### config.mk
export PLATFORM = sky130hd
export DESIGN_NAME = bcd_time_loader
export DESIGN_NICKNAME = d
export VERILOG_FILES = /design/src/rtl/bcd_time_loader.sv
export SDC_FILE = /design/constraint.sdc
export NUM_CORES = 1
export LEC_CHECK = 0
export CORE_MARGIN = 2
export CORE_UTILIZATION = 55
export CTS_CLUSTER_SIZE = 16
export DETAILED_ROUTE_END_ITERATION = 10
export PLACE_DENSITY = 0.77
export SLEW_MARGIN = 30
export SYNTH_ARGS = -nofsm -noshare
export SYNTH_HDL_FRONTEND = slang
export SYNTH_SLANG_ARGS = --single-unit
### constraint.sdc
create_clock -name clk -period 4.4 [get_ports clk]
set_clock_uncertainty 0.15 [all_clocks]
set_input_delay 0.44 -clock clk [delete_from_list [all_inputs] [get_ports clk]]
set_output_delay 0.44 -clock clk [all_outputs]
set_load 0.05 [all_outputs]
### src/rtl/bcd_time_loader.sv
// Sequential BCD-to-binary converter for presetting a binary timer count.
// One digit per cycle, MSB first, with invalid-digit and overflow flags.
module bcd_time_loader #(
    parameter int BCD_CNT   = 2,
    parameter int BIN_WIDTH = 8
) (
    input  logic                   clk,
    input  logic                   rst,
    input  logic                   in_valid,
    output logic                   in_ready,
    input  logic [4*BCD_CNT-1:0]   bcd_code,
    output logic                   out_valid,
    input  logic                   out_ready,
    output logic [BIN_WIDTH-1:0]   bin_code,
    output logic                   err,
    output logic                   ovf
);

    localparam int DW = 4 * BCD_CNT;
    localparam int AW = BIN_WIDTH + 4;
    localparam int IW = $clog2(BCD_CNT) + 1;
    localparam logic [AW-1:0] MAX_VAL  = {4'b0000, {BIN_WIDTH{1'b1}}};
    localparam logic [IW-1:0] LAST_IDX = IW'(BCD_CNT - 1);

    typedef enum logic [1:0] {IDLE, CONV, DONE} state_t;

    state_t          state;
    logic [DW-1:0]   data;
    logic [AW-1:0]   acc;
    logic [IW-1:0]   idx;
    logic            err_pend;

    logic            bad_digit;
    logic [3:0]      digit;
    logic [AW-1:0]   acc_next;
    logic            next_ovf;

    always_comb begin
        bad_digit = 1'b0;
        for (int unsigned i = 0; i < BCD_CNT; i++) begin
            if (bcd_code[4*i +: 4] > 4'd9)
                bad_digit = 1'b1;
        end
    end

    // acc stays clamped to MAX_VAL, so acc*10+9 always fits in AW bits.
    always_comb begin
        digit    = data[DW-1 -: 4];
        acc_next = (acc << 3) + (acc << 1) + {{(AW-4){1'b0}}, digit};
        next_ovf = acc_next > MAX_VAL;
    end

    always_ff @(posedge clk) begin
        if (rst) begin
            state     <= IDLE;
            in_ready  <= 1'b1;
            out_valid <= 1'b0;
            bin_code  <= '0;
            err       <= 1'b0;
            ovf       <= 1'b0;
            data      <= '0;
            acc       <= '0;
            idx       <= '0;
            err_pend  <= 1'b0;
        end else begin
            case (state)
                IDLE: begin
                    if (in_valid) begin
                        data     <= bcd_code;
                        acc      <= '0;
                        idx      <= '0;
                        ovf      <= 1'b0;
                        err      <= 1'b0;
                        bin_code <= '0;
                        err_pend <= bad_digit;
                        in_ready <= 1'b0;
                        state    <= CONV;
                    end
                end
                CONV: begin
                    if (err_pend) begin
                        err       <= 1'b1;
                        out_valid <= 1'b1;
                        state     <= DONE;
                    end else begin
                        data <= data << 4;
                        idx  <= idx + 1'b1;
                        if (next_ovf) begin
                            acc <= MAX_VAL;
                            ovf <= 1'b1;
                        end else begin
                            acc <= acc_next;
                        end
                        if (idx == LAST_IDX) begin
                            bin_code  <= (next_ovf || ovf) ? '1 : acc_next[BIN_WIDTH-1:0];
                            out_valid <= 1'b1;
                            state     <= DONE;
                        end
                    end
                end
                DONE: begin
                    if (out_ready) begin
                        out_valid <= 1'b0;
                        in_ready  <= 1'b1;
                        state     <= IDLE;
                    end
                end
                default: state <= IDLE;
            endcase
        end
    end

endmodule

==> tab_implementation.tex <==
\begin{tabular}{lr}
\hline
Metric & Value \\
\hline
\multicolumn{2}{l}{\textbf{Status}} \\
\quad Outcome & completed \\
\multicolumn{2}{l}{\textbf{Die}} \\
\quad Area of the core & 0.00361 sq mm \\
\quad Cell row count & 22 \\
\quad Die Wd & 64.7 um \\
\quad Number of ports placed on the die boundary & 24 \\
\quad Initial core utilization & 0.562 \\
\quad Die span in y & 64.7 um \\
\quad Area of the die & 0.00419 sq mm \\
\multicolumn{2}{l}{\textbf{Worst setup path}} \\
\quad Delay of the slowest cell on the worst path & 0.56 ns \\
\quad Category of cells accounting for the largest share of critical-path delay & compound AO/OA/AOI/OAI gates \\
\quad Most Frequent Cell on Critical Path & fa\_1 \\
\quad Startpoint class of the critical path & flip-flop \\
\quad Crit path arrival time & 3.38 ns \\
\quad Critical path start-end classification & flip-flop to flip-flop \\
\quad Critical Path Slowest Stage Cell & or4\_4 \\
\quad Critical path endpoint category & flip-flop \\
\quad Critical path, cell by cell & fa\_1 -> fa\_1 -> a21o\_1 -> a221oi\_2 -> mux2i\_1 -> or4\_4 -> a21oi\_4 -> a311oi\_1 \\
\quad Req. time, crit path & 4.38 ns \\
\quad Crit-path max FO & 17 \\
\quad Buffers \& Inverters on Critical Path & 0 \\
\multicolumn{2}{l}{\textbf{Pwr}} \\
\quad Portion of total power attributed to combinational logic & 0.322 \\
\quad Switching pwr & 325 uW \\
\quad Power density of the placed cells & 387 mW/mm\^{}2 \\
\quad Leakage & 0.963 nW \\
\quad VDD IR-drop max & 248 uV \\
\quad Clk pwr share & 0.257 \\
\quad Sequential group share of total power & 0.422 \\
\quad Internal & 581 uW \\
\quad Switch share & 0.359 \\
\quad Total power of the final layout & 907 uW \\
\multicolumn{2}{l}{\textbf{Synthesis}} \\
\quad Sequential-to-total area share from yosys stat & 0.355 \\
\quad Share of synthesized registers carrying an async set or reset & 0 \\
\quad Number of flip-flops and latches in the synthesized netlist & 36 \\
\quad Biggest area consumer among synthesized cells & dfxtp\_1 \\
\quad Dominant register cell in the synthesized netlist & dfxtp\_1 \\
\quad Synthesized area per cell & 9.01 sq um \\
\quad Synthesized net count & 258 \\
\quad Post-synth EDFFs & 0 \\
\quad Post-synth top area share & 0.355 \\
\quad Synthesized area & 0.00203 sq mm \\
\quad Post-synthesis cell count & 225 \\
\quad Top post-synthesis cells by area & dfxtp\_1, ha\_1, nor2\_1 \\
\quad Yosys warnings & 0 \\
\quad Number of distinct library cells after synthesis & 39 \\
\multicolumn{2}{l}{\textbf{CTS}} \\
\quad Number of resized instances in the post-cts repair step & 0 \\
\quad CTS Root Buffer Type & clkbuf\_8 \\
\quad Maximum root-to-sink buffer count & 2 \\
\quad H-tree depth & 2 \\
\quad Worst-Skew Late Latency & 0.29 ns \\
\quad Total number of clock tree sinks & 36 \\
\quad CTS tree & built \\
\quad Clock-pin slew of the registers on the worst-case setup and hold paths & 0.07 ns \\
\quad Post-CTS Setup Repair Bufs & 0 \\
\quad Clock buffer count from CTS & 5 \\
\quad Hold Buf Count CTS & 0 \\
\multicolumn{2}{l}{\textbf{Place}} \\
\quad Final estimated routing congestion in global placement & 0.846 \\
\quad Detailed Place HPWL & 3210 um \\
\quad Count of port buffers added during placement & 23 \\
\multicolumn{2}{l}{\textbf{Detailed routing}} \\
\quad Total Wirelength & 4300 um \\
\quad Total vias in the final route & 1685 \\
\quad Number of design rule violations left after detail routing & 0 \\
\quad Post-detailed-route wirelength per cell & 14.7 um \\
\quad ANT nets after route & 0 \\
\quad Iter 0 DRT Violations & 102 \\
\quad Router iterations before antenna repair & 4 \\
\quad Vias per std cell & 5.77 \\
\multicolumn{2}{l}{\textbf{Run}} \\
\quad Max-cap check violation count & 0 \\
\multicolumn{2}{l}{\textbf{Timing}} \\
\quad Headroom to the max-slew limit & 0.448 \\
\quad Count of endpoints failing hold in the final timing report & 0 \\
\quad RSZ-0062 raised after global routing & no \\
\quad Finish-stage setup viols & 0 \\
\quad Fin. max-slew vios & 0 \\
\quad Period minus WS final & 3.41 ns \\
\quad Maximum clock frequency & 0.293 GHz \\
\quad Setup TNS & 0 ns \\
\quad Actual slew at the worst max-slew pin & 0.825 ns \\
\quad Share of the cycle needed by the critical path after routing & 0.775 \\
\multicolumn{2}{l}{\textbf{Final layout}} \\
\quad Number of nets in the finished design & 276 \\
\quad Antenna cells & 0 \\
\quad Commonest non-fill, non-tap cell in the layout & dfxtp\_1 \\
\quad Highest-count cells in the layout ignoring fill and taps & dfxtp\_1, nor2\_1, clkdlybuf4s50\_1 \\
\quad Post-route core utilization & 0.649 \\
\quad Fraction of layout cells with a size suffix above 1 & 0.0492 \\
\quad Area growth from synthesis to layout & 15.4\% \\
\multicolumn{2}{l}{\textbf{Global route}} \\
\quad Maximum number of pins on one net before global-route repair & 30 \\
\quad Via count of the first global-routing pass & 1662 \\
\quad Global-route wire length before repair & 7590 um \\
\quad Antenna violations before repair & 0 \\
\quad Tot GR Track Use & 0.229 \\
\quad GR Overflow Total & 0 \\
\multicolumn{2}{l}{\textbf{Min path}} \\
\quad Min-Delay Path Class & flip-flop to flip-flop \\
\hline
\end{tabular}
==> Yosys cell counts, types with 2 or more instances <==
cell and n:
inv_1 5, nor2_1 32, buf_4 3, ha_1 19
a311oi_1 7, xnor2_1 4, or2_2 2, a21boi_0 3
a211oi_1 13, mux2i_1 5, nand3b_1 2, clkbuf_1 7
o221ai_1 2, nand2b_1 3, a21oi_1 21, nor3b_1 5
a22oi_1 5, nand2_1 12, dfxtp_1 36, buf_2 2
o21ai_0 5, a221oi_1 8, xor2_1 2, fa_1 2
a21o_1 5, nand3_1 2
==> cells by family (layout without fill, tap and decap cells) <==
logic type               Yosys count  in the layout  share of synthesized area
flip-flops                        36             36                      0.355
buffers and inverters             18             37                     0.0438
XOR/XNOR                           6              6                     0.0259
adder cells (fa/ha/maj)           21             21                      0.137
AO/OA/AOI/OAI                     76             76                      0.267
multiplexers                       5              5                     0.0247
AND/OR/NAND/NOR                   63             63                      0.146
==> worst paths after layout <==
check | startpoint | to | slack [ns] | cells after the start
worst min register to register | acc[9] | acc[9] | 0.34 | 1
worst max-delay path | acc[0] | acc[6] | 0.99 | 8
worst min-delay path | acc[9] | acc[9] | 0.34 | 1
worst max register to register | acc[0] | acc[6] | 0.99 | 8
==> power by group through the flow <==
stage                     sequential, mW  combinational (mW)  clock (mW)
after detailed placement           0.389               0.289           0
final                              0.382               0.292       0.233
after global routing               0.386               0.325       0.250
after floorplan                    0.415               0.195           0
after CTS                          0.382               0.292       0.236
after global placement             0.388               0.288           0
==> sequential cells by signal, summed over array words and instances, names as in the netlist <==
| signal | flops |
|---|---|
| data | 8 |
| out_valid | 1 |
| ovf | 1 |
| state | 2 |
| in_ready | 1 |
| err | 1 |
| bin_code | 8 |
| idx | 2 |
| err_pend | 1 |
| acc | 11 |
==> worst reg2reg max path: stages (launching register included) <==
cell and delay (ns):
dfxtp_1 0.39, fa_1 0.49, fa_1 0.47, a21o_1 0.22, a221oi_2 0.29, mux2i_1 0.12, or4_4 0.56, a21oi_4 0.39
a311oi_1 0.17
==> through the flow <==
| stage | hold WS, ns | instance area [sq um] | std cells | worst slack (ns) |
|---|---|---|---|---|
| 6_report | 0.340 | 2340 | 292 | 0.992 |
| 4_1_cts | 0.347 | 2340 | 292 | 0.972 |
| 2_1_floorplan | 0.304 | 2030 | 225 | 1.30 |
| 5_1_grt | 0.359 | 2340 | 292 | 0.778 |
| 3_3_place_gp | 0.317 | 2260 | 284 | 1.10 |
| 3_5_place_dp | 0.337 | 2260 | 284 | 0.980 |
==> metal layers <==
metal  wire (um)  track usage
met1        2190        0.330
met2        1880        0.345
met3         188       0.0486
met4          36       0.0638
met5           0            0
==> final cells by class <==
type	count	area (sq um)
flip-flops and latches	36	721
well taps	48	60.1
clock inverters	1	8.76
multi-input cells	171	1220
clock buffers	7	76.3
inverters	5	18.8
fillers	329	1260
repair buffers	24	238
Note: power is estimated with default switching activity, not from simulation.
==> patch 1, RTL diff (same flow settings) <==
Reset style: asynchronous (`rst`), changed in one clocked block.
--- a/src/rtl/bcd_time_loader.sv
+++ b/src/rtl/bcd_time_loader.sv
@@ -50,7 +50,7 @@
         next_ovf = acc_next > MAX_VAL;
     end
 
-    always_ff @(posedge clk) begin
+    always_ff @(posedge clk or posedge rst) begin
         if (rst) begin
             state     <= IDLE;
             in_ready  <= 1'b1;
Behaviour: differs if rst is asserted again (counterexample within 4 cycles, from zero or initial values and one cycle with rst high); with rst held inactive, the same outputs for 10 cycles.
==> patch 1 against the unedited design <==
Core utilization increased by 2.6 points; maximum frequency up 6.0%; design area increased by 5.7%; area after synthesis rose by 3.6%; routed wire length fell by 1.8%; sequential cell count did not move; critical path depth grew 2; worst setup slack better by 190 ps; global-route usage decreased by 0.38 points; critical path type unchanged.
Power is not compared: it rests on default switching activity, and its combinational part moved more than twofold at a synthesized area within 25%.
==> patch 1: results (changes against the unedited design) <==
Routing
  – Initial DRC count: 113 (+11%)
  – Total wire length: 4220 um (-1.8%)
  – Vias per cell: 5.83 (+0.97%)
  – First-pass detailed-route iteration total: 4 (unchanged)

Global route
  – Vias in the first global route: 1603 (-3.5%)
  – Largest net degree at the start of global routing: 20 (-33%)
  – First-pass GRT wire length: 7370 um (-2.9%)
  – Overall Global Routing Usage: 0.225 (-0.00381)
  – Initial antenna violation count: 0 (unchanged)

Synthesis
  – Adder-cell share of the synthesized area: 0.132 (-0.00481)
  – Syn Nets: 242 (-6.2%)
  – Area contributors post-synth: dfrtp_1, ha_1, a21oi_1
  – Synth Area per Inst: 10.1 um2 (+12%)
  – Compound-gate portion of the synthesized area: 0.248 (-0.0189)
  – Sequential fraction of the synthesis area: 0.429 (+0.0738)
  – Top FF cell, synth: dfrtp_1
  – Synth Area in XOR/XNOR: 0.0411 (+0.0152)
  – Number of library cell types mapped by synthesis: 36 (-7.7%)
  – Top cells by count, synth: dfrtp_1, a21oi_1, nand2_1
  – Mux cell area share after synthesis: 0.0190 (-0.00563)
  – FFs w/ async S/R, synth: 1.00 (+1.00)

Critical path
  – Crit-path max cell delay: 520 ps (-40 ps)
  – Max Fanout on Critical Path: 17 (unchanged)
  – Crit path DAT: 3170 ps (-210 ps)
  – Worst R2R Start: acc[0]
  – R2r endpoint: acc[4]
  – Worst path slowest cell: fa_1
  – Cell family with most CP delay: compound AO/OA/AOI/OAI gates
  – R2r worst-path depth: 10 (+2)
  – Worst setup path start: acc[0]
  – FF-to-FF setup slack: 1190 ps (+190 ps)

Place
  – Placed instance count: 274 (-3.5%)
  – Hpwl dp: 3040 um (-5.1%)
  – Port Buffers: 23 (unchanged)
  – Global placer's final weighted congestion: 0.839 (-0.83%)

Power
  – Leakage power: between 1 and 1.5 nW
  – Sw Ratio: 0.463
  – Peak supply drop: 0.468 mV

Cells and area
  – Final Non-Filler Cells: 282 (-3.4%)
  – Filler cells: 304 (-7.6%)
  – Layout cells sized above 1: 0.0855 (+0.0363)
  – Antenna diodes: 0 (unchanged)

Outcome
  – Status: finished clean

Clock network
  – Root Buffer: clkbuf_8
  – Skew-Pair Late Insertion Delay: 290 ps (about the same)
  – Setup bufs post-CTS: 0 (unchanged)
  – CTS tree: yes
  – CTS buffer count: 5 (unchanged)
  – Resized Gates After CTS: 0 (unchanged)
  – CTS H-tree depth: 2 (unchanged)
  – Clk slew on worst S/H paths: 80 ps
  – Clock Tree Buf Depth: 2 (unchanged)

Worst hold path
  – Hold Crit Class: reg2reg

Timing
  – Tightest Pin Transition: 909 ps (+83.4 ps)
patch 1: area by class of cell:
type | count | area [um2] | share of cell area
well taps | 48 | 60.1 | 0.0243
clock inverters | 2 | 35.0 | 0.0142
multi-input cells | 158 | 1130 | 0.456
inverters | 6 | 22.5 | 0.00910
clock buffers | 6 | 72.6 | 0.0293
repair buffers | 26 | 253 | 0.102
flip-flops and latches | 36 | 902 | 0.365
patch 1: cell families after synthesis:
family / count (synthesis)
AOI/OAI and AO/OA: 81
and+or+nand+nor: 43
DFF: 36
buffers and inverters: 15
adders and majority gates: 21
muxes: 4
xor gates and xnor gates: 9
patch 1: per-stage QoR:
stage | worst slack [ps] | cell area [um2]
2_1_floorplan | 1310 | 2100
3_3_place_gp | 1240 | 2370
3_5_place_dp | 1190 | 2370
4_1_cts | 1170 | 2470
5_1_grt | 1010 | 2470
6_report | 1190 | 2470
patch 1: power groups by stage:
stage	Sequential, mW	Clock [mW]	Combinational (mW)
after global routing	0.573	0.305	1.18
after CTS	0.556	0.290	1.06
final	0.557	0.287	1.06
after detailed placement	0.562	0	1.06
after global placement	0.560	0	1.04
after floorplan	0.639	0	0.733
patch 1: worst min-delay path by stage:
stage	end	cells past startpoint	slack, ps	from
finish	idx[1]	2	340	idx[1]
detailed placement	idx[1]	2	330	idx[1]
CTS	idx[1]	2	350	idx[1]
global route	data[5]	2	370	data[5]
floorplan	idx[1]	2	300	idx[1]
global placement	idx[1]	2	310	idx[1]
patch 1: worst min-delay path, delay by kind of cell (launching register included):
family	cells	cell delay [ps]
flip-flops	1	350
AO/OA/AOI/OAI	1	60
AND/OR/NAND/NOR	1	40
patch 1: per-layer routing:
layer	GRT usage	wire, um
met1	0.327	2120
met2	0.341	1950
met3	0.0562	112
met4	0.0521	35
met5	0	0
==> patch 2, RTL diff (config.mk and constraints unchanged) <==
Without the edit above. The parameter `BCD_CNT` goes from 2 to 1.
--- a/src/rtl/bcd_time_loader.sv
+++ b/src/rtl/bcd_time_loader.sv
@@ -1,7 +1,7 @@
 // Sequential BCD-to-binary converter for presetting a binary timer count.
 // One digit per cycle, MSB first, with invalid-digit and overflow flags.
 module bcd_time_loader #(
-    parameter int BCD_CNT   = 2,
+    parameter int BCD_CNT   = 1,
     parameter int BIN_WIDTH = 8
 ) (
     input  logic                   clk,
Ports: changed (resized bcd_code); port bits go from 24 to 20. No check against the original RTL was run, so the function may have changed too.
==> patch 2 against the unedited design <==
Design area decreased by 13%; worst setup slack got worse by 190 ps; via count decreased by 5.0%; sequential cell count decreased by 5; highest routed layer unchanged; sequential share of layout area decreased by 0.43 points; routed wire length decreased by 6.8%; global-route usage increased by 2.4 points; final cell count decreased by 9.9%; area after synthesis decreased by 11%; synthesized cell count decreased by 9.3%; first-iteration DRC count decreased by 19%; total power decreased by 25%.
==> patch 2: results (changes against the unedited design) <==
Outcome
  – Status: finished clean

Clock network
  – Clk slew on worst S/H paths: 90 ps (+20 ps)
  – Skew-Pair Late Insertion Delay: 330 ps (+40 ps)
  – Clock Tree Buf Depth: 2 (unchanged)
  – Resized Gates After CTS: 0 (unchanged)
  – Setup bufs post-CTS: 0 (unchanged)
  – CTS H-tree depth: 2 (unchanged)
  – CTS buffer count: 5 (unchanged)
  – Root Buffer: clkbuf_4

Worst hold path
  – Hold path depth: 2 (+1)
  – Worst-case hold path end point: bin_code[3]
  – Hold_sp: bin_code[3]
  – Hold Crit Class: reg2reg

Routing
  – Wirelength per Cell: 15.2 um (+3.5%)
  – Initial DRC count: 83 (-19%)
  – Vias per cell: 6.09 (+5.5%)
  – Via count: 1601 (-5.0%)
  – First-pass detailed-route iteration total: 5 (+1)

Cells and area
  – Layout cells sized above 1: 0.0457 (-0.00352)
  – Antenna diodes: 0 (unchanged)
  – Regs by FF count: acc: 11 flops, bin_code: 8 flops, data: 4 flops
  – Nets: 246 (-11%)

Power
  – Leakage power: 0.823 nW (-14%)
  – Peak supply drop: 0.175 mV (-29%)

Global route
  – Overall Global Routing Usage: 0.253 (+0.0238)
  – Largest net degree at the start of global routing: 29 (-3.3%)
  – Vias in the first global route: 1488 (-10%)
  – First-pass GRT wire length: 6930 um (-8.7%)
  – Initial antenna violation count: 0 (unchanged)

Place
  – Global placer's final weighted congestion: 0.833 (-1.5%)
  – Hpwl dp: 3100 um (-3.3%)
  – Port Buffers: 19 (-17%)

Critical path
  – FF-to-FF setup slack: 810 ps (-190 ps)
  – Crit-path max cell delay: 830 ps (+270 ps)
  – Worst path slowest cell: nor4_4
  – R2r endpoint: acc[5]
  – Crit path DAT: 3610 ps (+230 ps)
  – R2r worst-path depth: 8 (unchanged)
  – Worst R2R Start: acc[0]
  – Max Fanout on Critical Path: 17 (unchanged)
  – Cell family with most CP delay: compound AO/OA/AOI/OAI gates

Synthesis
  – Syn Nets: 232 (-10%)
  – Mapped Cells: 204 (-9.3%)
  – FFs w/ async S/R, synth: 0 (unchanged)
  – Area contributors post-synth: dfxtp_1, ha_1, a21oi_1
  – Top cells by count, synth: dfxtp_1, a21oi_1, nor2_1
  – Sequential fraction of the synthesis area: 0.343 (-0.0118)
  – Number of library cell types mapped by synthesis: 43 (+10%)
  – Synth Warn #: 0 (unchanged)

Timing
  – Tightest Pin Transition: 913 ps (+87.2 ps)
patch 2: changes by cell type after synthesis, sizes merged, moves of 4 or more:
cell,before,now
a211oi,13,9
dfxtp,36,31
mux2i,5,0
nand2,12,17
nor2,32,19
nor3b,5,1
patch 2: worst max-delay path by stage:
stage | startpoint | to | slack, ps | depth (start not counted)
2_1_floorplan | data[3] | bin_code[6] | 1340 | 9
3_3_place_gp | acc[2] | acc[6] | 990 | 8
3_5_place_dp | acc[0] | acc[5] | 820 | 8
4_1_cts | acc[0] | acc[5] | 830 | 8
5_1_grt | acc[2] | acc[4] | 580 | 8
6_report | acc[0] | acc[5] | 810 | 8
patch 2: layout make-up:
type / instances / area, um2
Timing Repair Buffer: 19 / 185
Clock inverter: 1 / 5.00
Tap cell: 44 / 55.1
Fill cell: 260 / 1030
Multi-Input combinational cell: 156 / 1110
Clock buffer: 7 / 45.0
Inverter: 5 / 18.8
Sequential cell: 31 / 621
patch 2: cell families (layout without fill, tap and decap cells):
group,Yosys count,count (layout),synth area share
buffers and inverters,17,32,0.0395
flip-flops,31,31,0.343
adder cells (fa/ha/maj),20,20,0.147
AND/OR/NAND/NOR,62,62,0.177
AO/OA/AOI/OAI,67,67,0.259
XOR/XNOR,7,7,0.0339
patch 2: power by group:
| part | total, mW | internal, mW | leakage (nW) | switching (mW) |
|---|---|---|---|---|
| Combinational | 0.206 | 0.0785 | 0.541 | 0.127 |
| Clock | 0.157 | 0.0622 | 0.0293 | 0.0953 |
| Sequential | 0.319 | 0.299 | 0.253 | 0.0195 |
| Total | 0.682 | 0.440 | 0.823 | 0.242 |
patch 2: worst register-to-register path, cell delays in order, from the launching register on:
cell	delay, ps
dfxtp_1	400
fa_1	480
fa_1	490
a21o_1	210
a21oi_1	210
nor2b_1	90
a311o_1	350
nor4_4	830
a311oi_1	220
patch 2: metrics by stage:
stage | util | setup WS (ps) | hold slack [ps] | cell area [um2] | power, mW
final | 0.664 | 806 | 351 | 2040 | 0.682
after global routing | 0.664 | 584 | 375 | 2040 | 0.722
after CTS | 0.666 | 825 | 356 | 2050 | 0.684
after detailed placement | 0.650 | 822 | 341 | 2000 | 0.529
after global placement | 0.650 | 991 | 303 | 2000 | 0.519
after floorplan | - | 1340 | 307 | 1810 | 0.482
patch 2: layer usage:
| metal | GRT usage | vias up | share of wire |
|---|---|---|---|
| met5 | 0 | - | 0 |
| li1 | - | 789 | - |
| met3 | 0.0735 | 7 | 0.056 |
| met2 | 0.404 | 48 | 0.48 |
| met1 | 0.335 | 757 | 0.46 |
| met4 | 0.0683 | 0 | 0.011 |
